==> src/rtl/mult_div_unit_if.sv <==
// Operand, control and result bundle for the multiply/divide unit.
// master drives requests and mt writes; slave returns status and HI/LO.
interface mult_div_unit_if #(
    parameter int WIDTH = 32
);
    logic             start;
    logic [1:0]       op;
    logic [WIDTH-1:0] A;
    logic [WIDTH-1:0] B;
    logic             mthi;
    logic             mtlo;
    logic [WIDTH-1:0] mtData;
    logic             busy;
    logic             done;
    logic [WIDTH-1:0] HI;
    logic [WIDTH-1:0] LO;

    modport master (
        output start, op, A, B, mthi, mtlo, mtData,
        input  busy, done, HI, LO
    );

    modport slave (
        input  start, op, A, B, mthi, mtlo, mtData,
        output busy, done, HI, LO
    );
endinterface

==> src/rtl/mult_div_unit.sv <==
// Iterative multiply/divide unit holding the architectural HI/LO pair.
// One shift-add or restoring shift-subtract step per cycle.
module mult_div_unit #(
    parameter int WIDTH = 32,
    parameter int CNT_W = 6
) (
    input logic            clk,
    input logic            reset,
    mult_div_unit_if.slave bus
);
    typedef enum logic [1:0] {
        IDLE,
        RUN,
        FINISH
    } state_t;

    state_t state;
    state_t state_nxt;

    logic [CNT_W-1:0] cnt;
    logic [WIDTH-1:0] acc;
    logic [WIDTH-1:0] qr;
    logic [WIDTH-1:0] opd;
    logic [WIDTH-1:0] hi_q;
    logic [WIDTH-1:0] lo_q;
    logic             is_div;
    logic             neg_lo;
    logic             neg_hi;
    logic             div0;
    logic             done_q;

    logic             accept;
    logic             last;
    logic             is_signed;
    logic             a_neg;
    logic             b_neg;
    logic [WIDTH-1:0] a_mag;
    logic [WIDTH-1:0] b_mag;

    logic [WIDTH:0]   add_sum;
    logic [WIDTH:0]   rem_shift;
    logic [WIDTH:0]   rem_diff;
    logic             sub_ok;

    logic [2*WIDTH-1:0] prod;
    logic [2*WIDTH-1:0] prod_fix;
    logic [WIDTH-1:0]   quo_fix;
    logic [WIDTH-1:0]   rem_fix;
    logic [WIDTH-1:0]   fin_hi;
    logic [WIDTH-1:0]   fin_lo;

    assign accept = (state == IDLE) && bus.start;
    assign last   = (cnt == CNT_W'(WIDTH - 1));

    // Operand magnitudes and sign flags captured on accept
    always_comb begin
        is_signed = ~bus.op[0];
        a_neg     = is_signed & bus.A[WIDTH-1];
        b_neg     = is_signed & bus.B[WIDTH-1];
        a_mag     = a_neg ? -bus.A : bus.A;
        b_mag     = b_neg ? -bus.B : bus.B;
    end

    // One iteration: multiplier add, divider trial subtract
    always_comb begin
        add_sum   = {1'b0, acc} + (qr[0] ? {1'b0, opd} : '0);
        rem_shift = {acc, qr[WIDTH-1]};
        rem_diff  = rem_shift - {1'b0, opd};
        sub_ok    = (rem_shift >= {1'b0, opd});
    end

    // Sign correction and result selection for the finish edge
    always_comb begin
        prod     = {acc, qr};
        prod_fix = neg_lo ? -prod : prod;
        quo_fix  = neg_lo ? -qr : qr;
        rem_fix  = neg_hi ? -acc : acc;
        fin_hi   = prod_fix[2*WIDTH-1:WIDTH];
        fin_lo   = prod_fix[WIDTH-1:0];
        // A zero divisor leaves |A| in the remainder, so only LO is forced
        unique case (1'b1)
            (is_div && div0): begin
                fin_hi = rem_fix;
                fin_lo = '1;
            end
            (is_div && !div0): begin
                fin_hi = rem_fix;
                fin_lo = quo_fix;
            end
            default: ;
        endcase
    end

    // FSM state register
    always_ff @(posedge clk) begin
        if (reset) begin
            state <= IDLE;
        end else begin
            state <= state_nxt;
        end
    end

    // FSM next-state logic
    always_comb begin
        state_nxt = state;
        unique case (state)
            IDLE:    if (bus.start) state_nxt = RUN;
            RUN:     if (last) state_nxt = FINISH;
            FINISH:  state_nxt = IDLE;
            default: state_nxt = IDLE;
        endcase
    end

    // Datapath, iteration counter, HI/LO and done pulse
    always_ff @(posedge clk) begin
        if (reset) begin
            cnt    <= '0;
            acc    <= '0;
            qr     <= '0;
            opd    <= '0;
            is_div <= 1'b0;
            neg_lo <= 1'b0;
            neg_hi <= 1'b0;
            div0   <= 1'b0;
            hi_q   <= '0;
            lo_q   <= '0;
            done_q <= 1'b0;
        end else begin
            done_q <= 1'b0;
            unique case (state)
                IDLE: begin
                    if (accept) begin
                        cnt    <= '0;
                        acc    <= '0;
                        is_div <= bus.op[1];
                        div0   <= bus.op[1] && (bus.B == '0);
                        neg_lo <= a_neg ^ b_neg;
                        neg_hi <= a_neg;
                        if (bus.op[1]) begin
                            qr  <= a_mag;
                            opd <= b_mag;
                        end else begin
                            qr  <= b_mag;
                            opd <= a_mag;
                        end
                    end else begin
                        if (bus.mthi) hi_q <= bus.mtData;
                        if (bus.mtlo) lo_q <= bus.mtData;
                    end
                end
                RUN: begin
                    cnt <= cnt + CNT_W'(1);
                    if (is_div) begin
                        if (sub_ok) begin
                            acc <= rem_diff[WIDTH-1:0];
                            qr  <= {qr[WIDTH-2:0], 1'b1};
                        end else begin
                            acc <= rem_shift[WIDTH-1:0];
                            qr  <= {qr[WIDTH-2:0], 1'b0};
                        end
                    end else begin
                        {acc, qr} <= {add_sum, qr[WIDTH-1:1]};
                    end
                end
                FINISH: begin
                    hi_q   <= fin_hi;
                    lo_q   <= fin_lo;
                    done_q <= 1'b1;
                end
                default: ;
            endcase
        end
    end

    assign bus.busy = (state != IDLE);
    assign bus.done = done_q;
    assign bus.HI   = hi_q;
    assign bus.LO   = lo_q;
endmodule

==> src/flat_wrapper.sv <==
// flat-port wrapper written by rule: the top's interface ports become plain ports
module mult_div_unit_flat 
#(
    parameter int WIDTH = 32,
    parameter int CNT_W = 6
)
  (clk, reset, bus_start, bus_op, bus_A, bus_B, bus_mthi, bus_mtlo, bus_mtData, bus_busy, bus_done, bus_HI, bus_LO);
  mult_div_unit_if #(.WIDTH(WIDTH)) bus_i ();
  input logic clk;
  input logic reset;
  input wire logic [$bits(bus_i.start)-1:0] bus_start;
  input wire logic [$bits(bus_i.op)-1:0] bus_op;
  input wire logic [$bits(bus_i.A)-1:0] bus_A;
  input wire logic [$bits(bus_i.B)-1:0] bus_B;
  input wire logic [$bits(bus_i.mthi)-1:0] bus_mthi;
  input wire logic [$bits(bus_i.mtlo)-1:0] bus_mtlo;
  input wire logic [$bits(bus_i.mtData)-1:0] bus_mtData;
  output wire logic [$bits(bus_i.busy)-1:0] bus_busy;
  output wire logic [$bits(bus_i.done)-1:0] bus_done;
  output wire logic [$bits(bus_i.HI)-1:0] bus_HI;
  output wire logic [$bits(bus_i.LO)-1:0] bus_LO;
  assign bus_i.start = bus_start;
  assign bus_i.op = bus_op;
  assign bus_i.A = bus_A;
  assign bus_i.B = bus_B;
  assign bus_i.mthi = bus_mthi;
  assign bus_i.mtlo = bus_mtlo;
  assign bus_i.mtData = bus_mtData;
  assign bus_busy = bus_i.busy;
  assign bus_done = bus_i.done;
  assign bus_HI = bus_i.HI;
  assign bus_LO = bus_i.LO;
  mult_div_unit #(.WIDTH(WIDTH), .CNT_W(CNT_W)) u_core (.clk(clk), .reset(reset), .bus(bus_i));
endmodule
==> config.mk <==
export PLATFORM = sky130hd
export DESIGN_NAME = mult_div_unit_flat
export DESIGN_NICKNAME = d
export VERILOG_FILES = /design/src/rtl/mult_div_unit_if.sv /design/src/rtl/mult_div_unit.sv /design/src/flat_wrapper.sv
export SDC_FILE = /design/constraint.sdc
export NUM_CORES = 1
export LEC_CHECK = 0
export CORE_MARGIN = 8
export CORE_UTILIZATION = 45
export DETAILED_ROUTE_END_ITERATION = 16
export GPL_TIMING_DRIVEN = 0
export HOLD_SLACK_MARGIN = 0.06
export PLACE_DENSITY = 0.69
export SLEW_MARGIN = 20
export SYNTH_ARGS = -nofsm -noshare
export SYNTH_HDL_FRONTEND = slang
export SYNTH_SLANG_ARGS = --single-unit
export TNS_END_PERCENT = 100
==> constraint.sdc <==
create_clock -name clk -period 6.6 [get_ports clk]
set_input_delay 1.32 -clock clk [delete_from_list [all_inputs] [get_ports clk]]
set_output_delay 1.32 -clock clk [all_outputs]
set_load 0.005 [all_outputs]
Word-level counts from Yosys, hierarchy flattened. Cells that the tools add are included.

Register bits after elaboration: 173. Output and inout port bits: 66. Input port bits: 103.

Reduce and logical (&&, ||, !) cells: 16. Magnitude comparators: 1. $add $sub $neg: 8. Equality and inequality tests: 9. Bitwise gates (word level): 4. Mux-type cells: 30.

Operators with widths (count): 32-bit two-way mux (17); 32-bit one-hot mux with 2 select lines (5); 32-bit negator (4); 64-bit two-way mux (1); 64-bit negator (1); 32-bit by 32-bit adder with 33-bit output (1); 33-bit by 32-bit greater-or-equal comparator with 1-bit output (1); 32-bit zero test (1); 32-bit subtractor (1); 6-bit one-hot mux with 2 select lines (1); 2-bit inequality test (second input constant) (4); 6-bit by 1-bit adder with 6-bit output (second input constant) (1); 6-bit by 5-bit == test with 1-bit output (second input constant) (1); 6-bit two-way mux (1); 2-bit AND reduction (3); 3-bit AND reduction (2); 2-bit nonzero test (3); 1-bit logical AND (4); 2-bit two-way mux (2); 2-bit by 1-bit inequality test with 1-bit output (second input constant) (2); 2-bit one-hot mux with 2 select lines (1); 1-bit bitwise AND (2); 2-bit by 1-bit == test with 1-bit output (second input constant) (1); 2-bit == test (second input constant) (1); other kinds (6) (7).

Depth between registers and ports, before layout.
Depth in word-level cells: 6. Depth in mapped cells: 15. Gate-level depth less buffers: 13.

Worst setup path after synthesis. No wires, ideal clock.

Path type: input-to-reg. From: in bus_A[6]. To: reg u_core.qr[23]. Data arrival time: 3618 ps. Required time: 6478 ps. Path slack: 2860 ps. Buffers on the path: 0. Stages: 8. Setup time: 122 ps. Cells stage by stage: or4_1 -> nor4_1 -> nand3_1 -> o41ai_1 -> xnor2_1 -> nand2_1 -> o21ai_0 -> a221o_1.

Word-level cells in the longest chain between the ends: 5.

Ends and longest elaborated chain: start: declaration (line flat_wrapper.sv:13) `input wire logic [$bits(bus_i.A)-1:0] bus_A;`; 32-bit negator (line mult_div_unit.sv:60) `a_mag = a_neg ? -bus.A : bus.A;`; 32-bit two-way mux (line mult_div_unit.sv:60); 32-bit two-way mux (line mult_div_unit.sv:139) `if (bus.op[1]) begin`; 32-bit two-way mux (line mult_div_unit.sv:132) `if (accept) begin`; 32-bit one-hot mux with 2 select lines (line mult_div_unit.sv:130) `unique case (state)`; end signal: assignment (line mult_div_unit.sv:140) `qr <= a_mag;`; end signal: assignment (line mult_div_unit.sv:143) `qr <= b_mag;`; end signal: assignment (line mult_div_unit.sv:156) `qr <= {qr[WIDTH-2:0], 1'b1};`; end: declaration (line mult_div_unit.sv:22) `logic [WIDTH-1:0] qr;`.

Every way passes these cells. The select of a mux whose other input is x is not followed. A chain may end at the register's enable or synchronous reset.

Final worst setup path.
From: reg u_core.qr[0]. To: reg u_core.acc[25].

Word-level cells in the longest chain between the ends: 4.

Ends and longest elaborated chain: 32-bit two-way mux (line mult_div_unit.sv:66) `add_sum = {1'b0, acc} + (qr[0] ? {1'b0, opd} : '0);`; 32-bit by 32-bit adder with 33-bit output (line mult_div_unit.sv:66); 32-bit two-way mux (line mult_div_unit.sv:153) `if (is_div) begin`; 32-bit one-hot mux with 2 select lines (line mult_div_unit.sv:130); end signal: assignment (line mult_div_unit.sv:155) `acc <= rem_diff[WIDTH-1:0];`; end signal: assignment (line mult_div_unit.sv:158) `acc <= rem_shift[WIDTH-1:0];`; end signal: assignment (line mult_div_unit.sv:162) `{acc, qr} <= {add_sum, qr[WIDTH-1:1]};`; end: declaration (line mult_div_unit.sv:21) `logic [WIDTH-1:0] acc;`.

Every way passes these cells.

==> results.ini <==
[run_status]
status = finished clean

[global_routing]
grt_pass1_vias = 15700
grt_pass1_wl_mm = 96.2
grt-ovfl-total = 0
antenna_found_initial = 1
grt_util_all_layers = 0.321
grt_max_degree = 18

[pwr]
p_sw_frac = 0.380
power.switching_w = 0.00127
p_clk_frac = 0.306
power_density_nw_per_um2 = 192
ir_worst_vdd_mv = 0.188
p_int_w = 0.00208
combPwrFrac = 0.342
p_leak_nw = 6.42
seqPwrFrac = 0.352

[timing]
finalCritPeriodShare = 0.732
holdWs_ps = 455
tightest_slew_ps = 1130
finalHoldViolCount = 0
drv_slew = 0
fin_crit_ps = 4830
finalSetupTns_ps = 0
rsz0062_at_grt = false
fmax_ghz = 0.207
setup_viol = 0
fin_skew_ps = 17.3
relSlewSlack = 0.241

[yosys]
ys_seq_area_frac = 0.236
synthesis.nets = 2185
synthArstFlopShare = 0
netlist_instances = 2011
postSynthAreaPerCell_um2 = 7.30
synth_cell_type_count = 78
synth-edff-count = 0
syn_area_um2 = 14700
synth_seq_cells = 173
ys_warn_count = 0
synthFlopType = dfxtp_1

[clocking]
cts_tree = built
cts.clk_slew.worst_paths_ps = 80
numClockSinks = 173
hold_buffers = 0
clockBufferDepth = 2
cts_buffers = 17
ctsHtreeMaxLevel = 4
insertion_delay_ps = 450
cts_resized = 0
cts_setup_buffers = 0
root_buffer = clkbuf_16

[worst_setup_path]
crit_type = register to register
critical_path_arrival_ps = 5160
rrSetupSlack_ps = 1770
path_max_fanout = 10
startpoint_type = register
cp-end-kind = register
critPathRequiredTime_ps = 6930

[route]
met3WireLength_mm = 6.04
drt-total-wl_mm = 64.5
highest_layer = met5
drt_iter0_markers = 1529
viasPerCell = 6.29
ant_nets = 0
wl_met1_mm = 27.1
wl_met2_mm = 28.7
drc_errors = 0
dr_total_vias = 16700
drt_pass1_iterations = 5
wl_per_cell_um = 24.3

[cells_and_area]
diodes = 0
layout.area.seq_um2 = 3460
syn2layout_area_growth_pct = 19.2
nNetsFinal = 2371
final_common_cell = nor2_1
n_fill_cell = 3204
final_cell_mix = nor2_1 (215), nand2_1 (212), a21oi_1 (190)
multi_input_area_um2 = 10400
final_cell_area_um2 = 17500
drive_gt1_frac = 0.0339
final_util = 0.542

[placement]
io_buffers = 166
place.gp.congestion = 1.03
dpl_cell_area_um2 = 16900
dp_hpwl_mm = 52.6

[floorplan]
rows = 66
design.core.area_um2 = 32300
ios = 169
die_x_um = 197
die_area_um2 = 38600
die_h_um = 197
start_util = 0.455

[job]
drv_cap = 0

[min_path]
worst_hold_path_type = register to register

==> layer usage <==
metal	global-route usage	vias to the layer above
li1	-	7763
met1	0.419	7921
met2	0.512	846
met5	0	-
met3	0.0686	150
met4	0.127	2
==> cell usage after synthesis (all sizes together) (34+ instances only) <==
library cell,instances,area (µm²)
o21ai,139,696
mux2i,40,400
o31ai,34,260
nor2,215,807
ha,69,863
o221ai,53,464
nand3,39,195
clkbuf,131,492
dfxtp,173,3460
xor2,76,666
a211oi,67,503
xnor2,95,832
a21oi,191,960
nand2,213,802
inv,67,251
==> flip-flops by register name (all words and copies together), names as in the netlist, 2 cells and up <==
name,count
u_core.qr,32
u_core.state,2
u_core.opd,32
u_core.acc,32
u_core.bus.HI,32
u_core.cnt,6
u_core.bus.LO,32
==> power by group through the flow <==
stage	Clock, W	Combinational (W)	Sequential, W
6_report	0.00103	0.00115	0.00118
5_1_grt	0.00106	0.00123	0.00118
4_1_cts	0.00103	0.00112	0.00118
3_5_place_dp	0	0.00111	0.00120
3_3_place_gp	0	0.00110	0.00120
2_1_floorplan	0	0.000706	0.00117
==> area by class of cell <==
class | count | area share
flip-flops and latches | 173 | 0.198
well taps | 442 | 0.0316
plain buffers | 147 | 0.0331
clock inverters | 14 | 0.00851
multi-input cells | 1624 | 0.594
clock buffers | 18 | 0.0245
repair buffers | 167 | 0.0954
inverters | 67 | 0.0144
==> path summary, 6_finish.rpt <==
check	endpoint	start	cells past startpoint
worst max-delay path	u_core.acc[25]$_SDFFE_PP0P_	u_core.qr[0]$_SDFFE_PP0P_	14
worst min-delay path	u_core.opd[13]$_SDFFE_PP0P_	u_core.opd[13]$_SDFFE_PP0P_	2
worst max register to register	u_core.acc[25]$_SDFFE_PP0P_	u_core.qr[0]$_SDFFE_PP0P_	14
worst min register to register	u_core.opd[13]$_SDFFE_PP0P_	u_core.opd[13]$_SDFFE_PP0P_	2
==> per-stage QoR <==
step,setup slack (ps),instances,total power (W)
2_1_floorplan,2860,2011,0.00188
3_3_place_gp,1660,2619,0.00230
3_5_place_dp,1550,2620,0.00231
4_1_cts,1820,2652,0.00332
5_1_grt,1530,2652,0.00348
6_report,1770,2652,0.00335
==> cells by family (layout without fill, tap and decap cells) <==
kind of cell	after synthesis	count (layout)	synth area share
DFF	173	173	0.236
and+or+nand+nor	647	647	0.204
AOI/OAI and AO/OA	692	692	0.310
muxes	43	43	0.0296
xor gates and xnor gates	171	171	0.102
buffers and inverters	214	413	0.0565
adders and majority gates	71	71	0.0616
==> critical path: stages, from the launching register on <==
cell and delay, ps:
dfxtp_1 310, clkbuf_1 470, inv_1 280, clkbuf_1 290, nor2_1 160, ha_1 320, a211oi_1 270, nor2_1 110
o311ai_0 700, o21ai_0 270, a31oi_1 420, o21ai_0 230, a311oi_1 510, mux2i_1 260, a21oi_1 80
Note: power is estimated with default switching activity, not from simulation.
==> RTL edit (config.mk and constraints unchanged) <==
`WIDTH` is set to 32 in 3 places; all go to 48.
--- a/src/rtl/mult_div_unit_if.sv
+++ b/src/rtl/mult_div_unit_if.sv
@@ -1,7 +1,7 @@
 // Operand, control and result bundle for the multiply/divide unit.
 // master drives requests and mt writes; slave returns status and HI/LO.
 interface mult_div_unit_if #(
-    parameter int WIDTH = 32
+    parameter int WIDTH = 48
 );
     logic             start;
     logic [1:0]       op;
--- a/src/rtl/mult_div_unit.sv
+++ b/src/rtl/mult_div_unit.sv
@@ -1,7 +1,7 @@
 // Iterative multiply/divide unit holding the architectural HI/LO pair.
 // One shift-add or restoring shift-subtract step per cycle.
 module mult_div_unit #(
-    parameter int WIDTH = 32,
+    parameter int WIDTH = 48,
     parameter int CNT_W = 6
 ) (
     input logic            clk,
--- a/src/flat_wrapper.sv
+++ b/src/flat_wrapper.sv
@@ -1,7 +1,7 @@
 // flat-port wrapper written by rule: the top's interface ports become plain ports
 module mult_div_unit_flat 
 #(
-    parameter int WIDTH = 32,
+    parameter int WIDTH = 48,
     parameter int CNT_W = 6
 )
   (clk, reset, bus_start, bus_op, bus_A, bus_B, bus_mthi, bus_mtlo, bus_mtData, bus_busy, bus_done, bus_HI, bus_LO);
Ports: changed (5 resized); port bits go from 169 to 249. No check against the original RTL was run, so the function may have changed too.
==> RTL edit against the unedited design <==
Area after synthesis up 54%; total power up 60%; sequential share of layout area decreased by 0.97 points; worst setup slack lost 850 ps; sequential cell count rose by 80; critical endpoint is now u_core.acc[39]; count of clock-buffer cells in the layout rose by 27; final area grew 54%; wire length rose by 83%.
==> RTL edit: results (changes against the unedited design) <==
- The xor/xnor cell area share of the yosys netlist is 9.40% (was 10.2%).
- The number of inserted filler cells in the final layout is 4873 (was 3204).
- The via total after detailed routing is 27100 (was 16700).
- The share of synthesized area occupied by flip-flops and latches came to 22.5% (was 23.6%).
- The number of antenna violations at the first check in global routing came to 0 (was 1).
- The area share of fa/ha/maj cells after synthesis is 5.78% (was 6.16%).
- The portion of netlist area occupied by mux cells was 3.70% (was 2.96%).
- Result of the run: complete, no violations (unchanged).
- The fraction of final layout cells sized beyond drive strength 1 was 3.83% (was 3.39%).
- The signal arrival time at the worst endpoint came to 6110 ps (was 5160 ps).
- The number of port buffers came to 247 (was 166).
- The capture endpoint of the worst hold path is u_core.bus.LO[12] (was u_core.opd[13]).
- The net count of the finished layout is 3630 (was 2371).
- The maximum number of pins on one net before global-route repair is 16 (was 18).
- The cell with the biggest individual delay on the critical path is sky130_fd_sc_hd__o31ai_1 (was sky130_fd_sc_hd__o311ai_0).
- The slew at the pin with the worst max-slew slack is 1160 ps (was 1130 ps).
- The post-synthesis net count is 3352 (was 2185).
- The origin of the worst min-delay path is u_core.bus.LO[12] (was u_core.opd[13]).
- The largest stage delay on the critical path was 870 ps (was 700 ps).
- The internal reg-to-reg setup slack was 920 ps (was 1770 ps).
- The insertion delay to the later sink of the worst-skew pair came to 620 ps (was 450 ps).
- The worst clock skew on the final layout is 39.1 ps (was 17.3 ps).
- The worst hold slack after final layout was 454 ps (was 455 ps).
- The total CTS buffers is 29 (was 17).
- The post-synthesis compound-gate area fraction is 30.7% (was 31.0%).
- Most area-consuming cells after synthesis: sky130_fd_sc_hd__dfxtp_1 (22%), sky130_fd_sc_hd__a21oi_1 (6.4%), sky130_fd_sc_hd__nand2_1 (5.9%) (was sky130_fd_sc_hd__dfxtp_1 (24%), sky130_fd_sc_hd__a21oi_1 (6.5%), sky130_fd_sc_hd__ha_1 (5.9%)).
- The number of search-and-repair iterations in the first detailed-routing pass came to 6 (was 5).
- The wire length per cell after detailed routing is 28.9 um (was 24.3 um).
- The total routing resource utilization after global routing is 38.7% (was 32.1%).
- The number of global-route vias before repair was 25300 (was 15700).
- The post-CTS clock slew at the launch and capture registers of the worst setup and hold paths is 60 ps (was 80 ps).
- The routability-driven placement congestion ratio was 1.07 (was 1.03).
- The worst-case clock buffer depth is 3 (was 2).
- The violation count after the first detailed-routing iteration is 3593 (was 1529).
==> RTL edit: worst max-delay path by stage <==
stage | from | end | cells after the start
floorplan | bus_A[8] | u_core.qr[44] | 10
CTS | u_core.qr[0] | u_core.acc[42] | 16
finish | u_core.qr[0] | u_core.acc[39] | 14
global route | u_core.qr[0] | u_core.acc[39] | 14
detailed placement | u_core.qr[0] | u_core.acc[42] | 16
global placement | u_core.qr[0] | u_core.acc[42] | 16
==> RTL edit: per-layer routing <==
metal / track usage, % / part of all wire [%] / routed length (um) / vias to the layer above
met1: 47.2 / 38 / 44400 / 12800
met3: 9.49 / 12 / 13800 / 432
met2: 60.3 / 43 / 50200 / 1859
li1: - / - / - / 12000
met4: 25.1 / 7.9 / 9330 / 0
met5: 0 / 0 / 0 / -
==> RTL edit: metrics by stage <==
stage | instance area [um2] | util (%) | total power, uW | worst slack [ps] | std cells
floorplan | 22500 | - | 2800 | 2680 | 3098
global placement | 25900 | 52.0 | 3520 | 1160 | 4017
detailed placement | 25900 | 52.0 | 3540 | 1200 | 4017
CTS | 26900 | 54.0 | 5280 | 1110 | 4070
global route | 26900 | 54.0 | 5520 | 749 | 4070
finish | 26900 | 54.0 | 5370 | 919 | 4070
==> RTL edit: logic make-up (layout without fill, tap and decap cells) <==
kind of cell / Yosys count / count (layout)
compound gates: 1036 / 1036
buf+inv: 335 / 635
fa+ha+maj: 103 / 103
xor+xnor: 242 / 242
mux: 82 / 82
flops: 253 / 253
simple gates: 1047 / 1047
==> RTL edit: where the power goes <==
part	internal [uW]	switching, uW
sequential	1620	113
clock	1040	741
combinational	652	1200
total	3320	2060
==> RTL edit: cell type report <==
class | instances | area share, %
plain buffers | 239 | 3.49
repair buffers | 247 | 9.19
well taps | 672 | 3.13
inverters | 96 | 1.34
flip-flops and latches | 253 | 18.8
multi-input cells | 2510 | 60.2
clock inverters | 8 | 0.521
clock buffers | 45 | 3.29
==> RTL edit: tightest hold or removal path: stages (launching register included) <==
cell and delay (ps):
sky130_fd_sc_hd__dfxtp_1 310, sky130_fd_sc_hd__nand2_1 50, sky130_fd_sc_hd__a21oi_1 50
